### config.mk
export PLATFORM = sky130hd
export DESIGN_NAME = uart_alu_ctrl
export DESIGN_NICKNAME = d
export VERILOG_FILES = /design/src/rtl/uart_alu_pkg.sv /design/src/rtl/uart_alu_ctrl_alu_core.sv /design/src/rtl/uart_alu_ctrl.sv
export SDC_FILE = /design/constraint.sdc
export NUM_CORES = 1
export LEC_CHECK = 0
export CAP_MARGIN = 20
export CORE_ASPECT_RATIO = 1.1
export CORE_MARGIN = 2
export CORE_UTILIZATION = 45
export DETAILED_ROUTE_END_ITERATION = 7
export PLACE_DENSITY = 0.75
export REMOVE_ABC_BUFFERS = 1
export SLEW_MARGIN = 30
export SYNTH_ARGS = -nofsm -noshare
export SYNTH_HDL_FRONTEND = slang
export SYNTH_SLANG_ARGS = --single-unit
export TNS_END_PERCENT = 20
### constraint.sdc
create_clock -name i_clk -period 2.5 [get_ports i_clk]
set_input_delay 0.75 -clock i_clk [delete_from_list [all_inputs] [get_ports i_clk]]
set_output_delay 0.75 -clock i_clk [all_outputs]
set_load 0.1 [all_outputs]
### src/rtl/uart_alu_pkg.sv
// uart_alu_pkg: shared opcodes, flag bit positions, FSM encoding and the
// ALU reply payload used by the UART-ALU command sequencer.
package uart_alu_pkg;

   localparam int unsigned ALU_W = 8;
   localparam int unsigned OP_W  = 6;

   // Opcode field values (bits [5:0] of the opcode byte)
   localparam logic [OP_W-1:0] OP_ADD = 6'h20;
   localparam logic [OP_W-1:0] OP_SUB = 6'h22;
   localparam logic [OP_W-1:0] OP_AND = 6'h24;
   localparam logic [OP_W-1:0] OP_OR  = 6'h25;
   localparam logic [OP_W-1:0] OP_XOR = 6'h26;
   localparam logic [OP_W-1:0] OP_NOR = 6'h27;
   localparam logic [OP_W-1:0] OP_SRL = 6'h02;
   localparam logic [OP_W-1:0] OP_SRA = 6'h03;

   // Flag byte bit positions
   localparam int unsigned FLG_ZERO  = 0;
   localparam int unsigned FLG_CARRY = 1;
   localparam int unsigned FLG_OVF   = 2;
   localparam int unsigned FLG_NEG   = 3;
   localparam int unsigned FLG_INV   = 4;

   typedef enum logic [2:0] {
      S_GET_A    = 3'd0,
      S_GET_B    = 3'd1,
      S_GET_OP   = 3'd2,
      S_EXEC     = 3'd3,
      S_SEND_RES = 3'd4,
      S_SEND_FLG = 3'd5
   } state_t;

   // Reply payload produced by the ALU
   typedef struct packed {
      logic [ALU_W-1:0] result;
      logic [ALU_W-1:0] flags;
   } alu_rsp_t;

   // True when the opcode field names a supported operation
   function automatic logic is_valid_op(input logic [OP_W-1:0] op);
      return (op == OP_ADD) || (op == OP_SUB) || (op == OP_AND) ||
             (op == OP_OR)  || (op == OP_XOR) || (op == OP_NOR) ||
             (op == OP_SRL) || (op == OP_SRA);
   endfunction

endpackage

### src/rtl/uart_alu_ctrl_alu_core.sv
// alu_core: combinational 8-bit ALU with flag generation.
// Ports:
//   i_a, i_b   operands (i_b is also the unsigned shift amount)
//   i_op       full opcode byte; bits above NB_OP must be zero
//   o_rsp      result and flags byte
module alu_core
   import uart_alu_pkg::*;
#(
   parameter int unsigned NB_DATA = 8,
   parameter int unsigned NB_OP   = 6
) (
   input  logic [NB_DATA-1:0] i_a,
   input  logic [NB_DATA-1:0] i_b,
   input  logic [NB_DATA-1:0] i_op,
   output alu_rsp_t           o_rsp
);

   localparam int unsigned MSB  = NB_DATA - 1;
   localparam int unsigned SH_W = $clog2(NB_DATA);

   logic [NB_DATA:0]   sum;
   logic [NB_DATA:0]   diff;
   logic [NB_DATA-1:0] res;
   logic               carry;
   logic               ovf;
   logic               inv;
   logic               big_shift;

   // Extra top bit holds carry-out on add and borrow on subtract
   assign sum       = {1'b0, i_a} + {1'b0, i_b};
   assign diff      = {1'b0, i_a} - {1'b0, i_b};
   assign big_shift = (i_b >= NB_DATA'(NB_DATA));

   // Operation select
   always_comb begin
      res   = '0;
      carry = 1'b0;
      ovf   = 1'b0;
      inv   = 1'b0;
      if ((i_op[NB_DATA-1:NB_OP] != '0) || !is_valid_op(i_op[NB_OP-1:0])) begin
         inv = 1'b1;
      end else begin
         case (i_op[NB_OP-1:0])
            OP_ADD: begin
               res   = sum[NB_DATA-1:0];
               carry = sum[NB_DATA];
               ovf   = (i_a[MSB] == i_b[MSB]) && (sum[MSB] != i_a[MSB]);
            end
            OP_SUB: begin
               res   = diff[NB_DATA-1:0];
               carry = diff[NB_DATA];
               ovf   = (i_a[MSB] != i_b[MSB]) && (diff[MSB] != i_a[MSB]);
            end
            OP_AND: res = i_a & i_b;
            OP_OR:  res = i_a | i_b;
            OP_XOR: res = i_a ^ i_b;
            OP_NOR: res = ~(i_a | i_b);
            OP_SRL: res = big_shift ? '0 : (i_a >> i_b[SH_W-1:0]);
            OP_SRA: res = big_shift ? {NB_DATA{i_a[MSB]}}
                                    : NB_DATA'($signed(i_a) >>> i_b[SH_W-1:0]);
            default: inv = 1'b1;
         endcase
      end
   end

   // Flag packing; an invalid opcode reports only the invalid bit
   always_comb begin
      o_rsp.result = '0;
      o_rsp.flags  = '0;
      if (inv) begin
         o_rsp.flags[FLG_INV] = 1'b1;
      end else begin
         o_rsp.result           = res;
         o_rsp.flags[FLG_ZERO]  = (res == '0);
         o_rsp.flags[FLG_CARRY] = carry;
         o_rsp.flags[FLG_OVF]   = ovf;
         o_rsp.flags[FLG_NEG]   = res[MSB];
      end
   end

endmodule

### src/rtl/uart_alu_ctrl.sv
// uart_alu_ctrl: UART-ALU chip core. Pops a 3-byte frame (A, B, opcode) from
// the RX FIFO, runs one ALU operation and pushes result then flags into the
// TX FIFO. Partial frames are dropped after an inter-byte timeout.
// Ports:
//   i_clk, i_reset        clock, async active-low reset
//   i_rx_empty, i_rx_data RX FIFO status / head byte
//   o_read_uart           RX pop strobe
//   i_tx_full             TX FIFO full
//   o_write_uart, o_tx_data TX push strobe / byte
//   o_result, o_flags     last executed result and flags
//   o_busy                high outside S_GET_A
//   o_frame_err           one-cycle pulse when a partial frame times out
module uart_alu_ctrl
   import uart_alu_pkg::*;
#(
   parameter int unsigned NB_DATA        = 8,
   parameter int unsigned NB_OP          = 6,
   parameter int unsigned TIMEOUT_CYCLES = 1000000,
   parameter int unsigned NB_TIMEOUT     = 20
) (
   input  logic               i_clk,
   input  logic               i_reset,
   input  logic               i_rx_empty,
   input  logic [NB_DATA-1:0] i_rx_data,
   output logic               o_read_uart,
   input  logic               i_tx_full,
   output logic               o_write_uart,
   output logic [NB_DATA-1:0] o_tx_data,
   output logic [NB_DATA-1:0] o_result,
   output logic [NB_DATA-1:0] o_flags,
   output logic               o_busy,
   output logic               o_frame_err
);

   localparam logic                  TMO_EN   = (TIMEOUT_CYCLES != 0);
   localparam logic [NB_TIMEOUT-1:0] TMO_LAST = TMO_EN ? NB_TIMEOUT'(TIMEOUT_CYCLES - 1)
                                                       : '0;

   state_t                  state;
   logic [NB_DATA-1:0]      a_q;
   logic [NB_DATA-1:0]      b_q;
   logic [NB_DATA-1:0]      op_q;
   logic [NB_TIMEOUT-1:0]   tmo_cnt;
   alu_rsp_t                alu_rsp;
   logic                    in_get;
   logic                    in_frame;
   logic                    in_send;
   logic                    tmo_hit;

   alu_core #(
      .NB_DATA (NB_DATA),
      .NB_OP   (NB_OP)
   ) u_alu (
      .i_a   (a_q),
      .i_b   (b_q),
      .i_op  (op_q),
      .o_rsp (alu_rsp)
   );

   assign in_get   = (state == S_GET_A) || (state == S_GET_B) || (state == S_GET_OP);
   assign in_frame = (state == S_GET_B) || (state == S_GET_OP);
   assign in_send  = (state == S_SEND_RES) || (state == S_SEND_FLG);

   // Strobes are gated by reset so nothing escapes while reset is held
   assign o_read_uart  = i_reset && in_get  && !i_rx_empty;
   assign o_write_uart = i_reset && in_send && !i_tx_full;
   assign o_busy       = (state != S_GET_A);

   // Only an idle cycle can expire the timer, so a same-cycle byte always wins
   assign tmo_hit = TMO_EN && in_frame && i_rx_empty && (tmo_cnt == TMO_LAST);

   // Byte presented to the TX FIFO
   always_comb begin
      o_tx_data = '0;
      case (state)
         S_SEND_RES: o_tx_data = o_result;
         S_SEND_FLG: o_tx_data = o_flags;
         default:    o_tx_data = '0;
      endcase
   end

   // Sequencer, capture registers, timeout counter and registered outputs
   always_ff @(posedge i_clk or negedge i_reset) begin
      if (!i_reset) begin
         state       <= S_GET_A;
         a_q         <= '0;
         b_q         <= '0;
         op_q        <= '0;
         tmo_cnt     <= '0;
         o_result    <= '0;
         o_flags     <= '0;
         o_frame_err <= 1'b0;
      end else begin
         o_frame_err <= 1'b0;
         case (state)
            S_GET_A: begin
               tmo_cnt <= '0;
               if (o_read_uart) begin
                  a_q   <= i_rx_data;
                  state <= S_GET_B;
               end
            end
            S_GET_B, S_GET_OP: begin
               if (o_read_uart) begin
                  tmo_cnt <= '0;
                  if (state == S_GET_B) begin
                     b_q   <= i_rx_data;
                     state <= S_GET_OP;
                  end else begin
                     op_q  <= i_rx_data;
                     state <= S_EXEC;
                  end
               end else if (tmo_hit) begin
                  tmo_cnt     <= '0;
                  a_q         <= '0;
                  b_q         <= '0;
                  o_frame_err <= 1'b1;
                  state       <= S_GET_A;
               end else if (TMO_EN) begin
                  tmo_cnt <= tmo_cnt + NB_TIMEOUT'(1);
               end
            end
            S_EXEC: begin
               o_result <= alu_rsp.result;
               o_flags  <= alu_rsp.flags;
               state    <= S_SEND_RES;
            end
            S_SEND_RES: begin
               if (o_write_uart) state <= S_SEND_FLG;
            end
            S_SEND_FLG: begin
               if (o_write_uart) state <= S_GET_A;
            end
            default: state <= S_GET_A;
         endcase
      end
   end

endmodule

==> key figures <==
Min path
  • Hold path start: o_result[5]
  • Hold Path End: o_result[5]
  • Hold depth: 2
  • Hold Crit Class: flop to flop

Placed design
  • Placed Area: 5510 µm²
  • Final HPWL DP: 9.54 mm
  • GPL Wtd Cong: 0.975
  • Dpl cells: around 720
  • Port bufs: 36

Clocking
  • Worst skew pair latency: 0.35 ns
  • CTS tree: done
  • Clock Sinks: 60
  • Clock Tree Buf Depth: 2
  • Reg clk slew, reported paths: 0.08 ns
  • Num CTS Buffers: 9
  • Hold-fix buffers at CTS: 0
  • Clk root buf: clkbuf_8
  • # H-tree levels: 3

Worst setup path
  • Reg2Reg Setup Slack: -0.19 ns
  • CP Class: flop to flop
  • Startpoint types: flop
  • CP endpoint kind: flop
  • Crit Path Max Fanout: 3
  • Critical Path, Cell by Cell: buf_4 > ha_1 > inv_1 > fa_2 > nor2b_1 > o21bai_1 > a31oi_1 > xnor2_1 > o41ai_2 > or4_4 > nor4b_2 > a32o_2
  • Worst R2R Path Depth: 12
  • Critical Path RT: 2.79 ns
  • Worst R2R End: o_flags[0]
  • Crit. Startpoint: b_q[0]
  • Worst EP arrival: 2.98 ns
  • Worst r2r src: b_q[0]
  • CP peak stage delay: 0.44 ns
  • Worst path slowest cell: or4_4

Power
  • Peak VDD IR: 0.470 mV
  • Pleak: 2.61 nW
  • PD cells: about 1300 nW/µm²

Routing
  • Wire per inst: 16.8 µm
  • DRT iter0 DRCs: 308
  • DRC: 0
  • Detailed Route WL: ~12 mm
  • TritonRoute pass-1 iters: 5
  • Post-route ant nets: 0
  • Vias after detailed routing: 4249
  • Vias per inst: roughly 5.7

Global route
  • Initial antenna violation count: 0
  • First-pass GRT wire length: 20.8 mm
  • Vias in the first global route: 4250
  • Gr ovfl total: 0
  • All-Layer GR Usage: 24.4%
  • Largest net degree at the start of global routing: slightly above 60

STA
  • Final Hold Vio Count: 0
  • Setup violators final: 1
  • Final period utilization: 108%
  • Slew HR: 48.0%
  • Slew @ Worst Pin: 0.779 ns
  • PnR worst setup slack: -0.192 ns
  • Setup repair after global routing missed its margin: true
  • Clock Skews: 0.0123 ns
  • Max Slew Vio Count: 0
  • Peak Freq: 0.371 GHz
  • Final min period: between 2 and 3 ns

Synth
  • Post-Synth Adder-Cell Area: about 8.2%
  • Main combinational cell family by area after synthesis: simple AND/OR/NAND/NOR gates
  • Top_reg_cell synth: dfrtp_1
  • Asr flop ratio synth: 100%
  • Sequential-to-total area share from yosys stat: 33.6%
  • Compound-Gate Fraction of Synth Area: around 17%
  • Post-synth EDFFs: 0
  • Top post-synthesis cells by area: dfrtp_1, ha_1, o21ai_0
  • Cell count after synthesis: 509
  • Yosys top cell by area: dfrtp_1
  • Post-Synth XOR/XNOR Area: about 4.3%
  • Mapped Area: 4460 µm²
  • Top post-synthesis cells by count: dfrtp_1, nor2_1, o21ai_0
  • FF+latch count, synth: 60
  • Most numerous cell in the Yosys netlist: dfrtp_1
  • Post-synthesis mux area share: 7.46%
  • Synthesis Warnings: 0
  • Simple-Gate Fraction of Synth Area: about 23%
  • Number of distinct library cells after synthesis: 66
  • Syn avg cell area: 8.77 µm²
  • Synth top area share: 33.6%

Floorplanning
  • Height of the die: ~110 µm
  • # rows: 38
  • Die X: roughly 100 µm
  • Starting Density: 45.8%
  • Num ports: 40
  • Die footprint: 10700 µm²
  • CORE AREA: about 9700 µm²

Job
  • MaxCap Viol Count: 0

Run status
  • Failing checks: setup timing
  • Status: finished, violations left

Final layout
  • Cell area after layout: ~5800 µm²
  • Area Growth Syn to Fin: 29.8%
  • Ratio of cells with drive above 1 in the final layout: 28.1%
  • Fillers: 824
  • ANT cells: 0
  • Final Non-Filler Cells: 742
  • Final net count: 657
## cell families after synthesis
logic type,Yosys count
other,1
xor gates and xnor gates,22
muxes,31
AOI/OAI and AO/OA,119
adders and majority gates,28
and+or+nand+nor,191
buffers and inverters,57
DFF,60
## cell usage in the layout (no fill, tap or decap), types with 4 or more instances in the layout
cell type	Yosys	final
buf_4	6	101
dfrtp_1	60	59
nor2_1	52	51
o21ai_0	47	44
nand2_1	42	42
nand3_1	29	29
inv_1	27	26
ha_1	26	26
mux2i_1	22	22
a21oi_1	19	15
xor2_1	12	12
buf_12	0	12
nor3_1	10	10
xnor2_1	10	10
clkbuf_8	0	9
clkdlybuf4s50_1	0	9
o21ai_1	5	8
mux2_2	8	8
and2_1	7	7
o31ai_1	8	7
nand2b_1	9	6
nand4_1	6	6
and3_1	6	6
a211oi_1	5	5
a22o_1	5	5
nor2b_1	5	4
a21oi_2	0	4
o211ai_1	4	4
o21bai_1	4	4
## flip-flops by register name (all words and copies together), names as in the netlist
signal,flops
o_frame_err,1
op_q,8
tmo_cnt,20
state,3
b_q,8
o_result,7
a_q,8
o_flags,5
## metal layers
layer	GRT usage [%]	wire (µm)	vias up
li1	-	-	2020
met1	30.1	5120	2061
met5	0	0	-
met2	41.7	6270	132
met4	12.4	429	0
met3	3.36	630	36
## area by class of cell
cell class	instances	area, µm²	share of cell area, %
clock buffer	9	124	2.14
clock inverter	7	52.6	0.907
inverter	28	108	1.86
multi-input combinational	394	2750	47.5
sequential	60	1500	25.9
tap	120	150	2.59
timing repair buffer	124	1100	19.0
## report_power, final
part           total (W)  internal [W]  switching [W]  leakage [nW]
logic            0.00536       0.00232        0.00304          1.72
registers        0.00154       0.00123       0.000312         0.801
clock network   0.000793      0.000364       0.000430        0.0896
## how the worst max path moves through the flow
stage              endpoint  slack, ns  cells past startpoint
6_report         o_flags[0]      -0.19                     12
5_1_grt          o_flags[0]      -0.32                     12
4_1_cts          o_flags[0]      -0.19                     12
3_5_place_dp     o_flags[0]      -0.31                     13
3_3_place_gp     o_flags[0]      -0.33                     11
2_1_floorplan  o_tx_data[3]      -1.27                      2
## critical path, delay by kind of cell, from the launching register on
family / cells / cell delay (ns)
AOI/OAI and AO/OA: 4 / 0.55
DFF: 1 / 0.37
buffers and inverters: 2 / 0.18
adders and majority gates: 2 / 0.49
xor gates and xnor gates: 1 / 0.19
and+or+nand+nor: 3 / 0.85
## timing repair
action	4_1_cts	5_1_grt
buffers inserted	3	1
gates resized for setup	14	12
endpoints found under the setup margin	6	13
pin swaps	6	10
## through the flow
step	power, W	hold slack [ns]	worst slack, ns	util (%)	TNS, ns
2_1_floorplan	0.00453	0.454	-1.27	-	-32.83
3_3_place_gp	0.00653	0.496	-0.326	56.5	-6.86
3_5_place_dp	0.00665	0.507	-0.311	56.5	-7.79
4_1_cts	0.00757	0.528	-0.193	58.9	-0.193
5_1_grt	0.00828	0.565	-0.315	59.4	-0.507
6_report	0.00770	0.515	-0.192	59.4	-0.192
(Power assumes the default switching activity.)
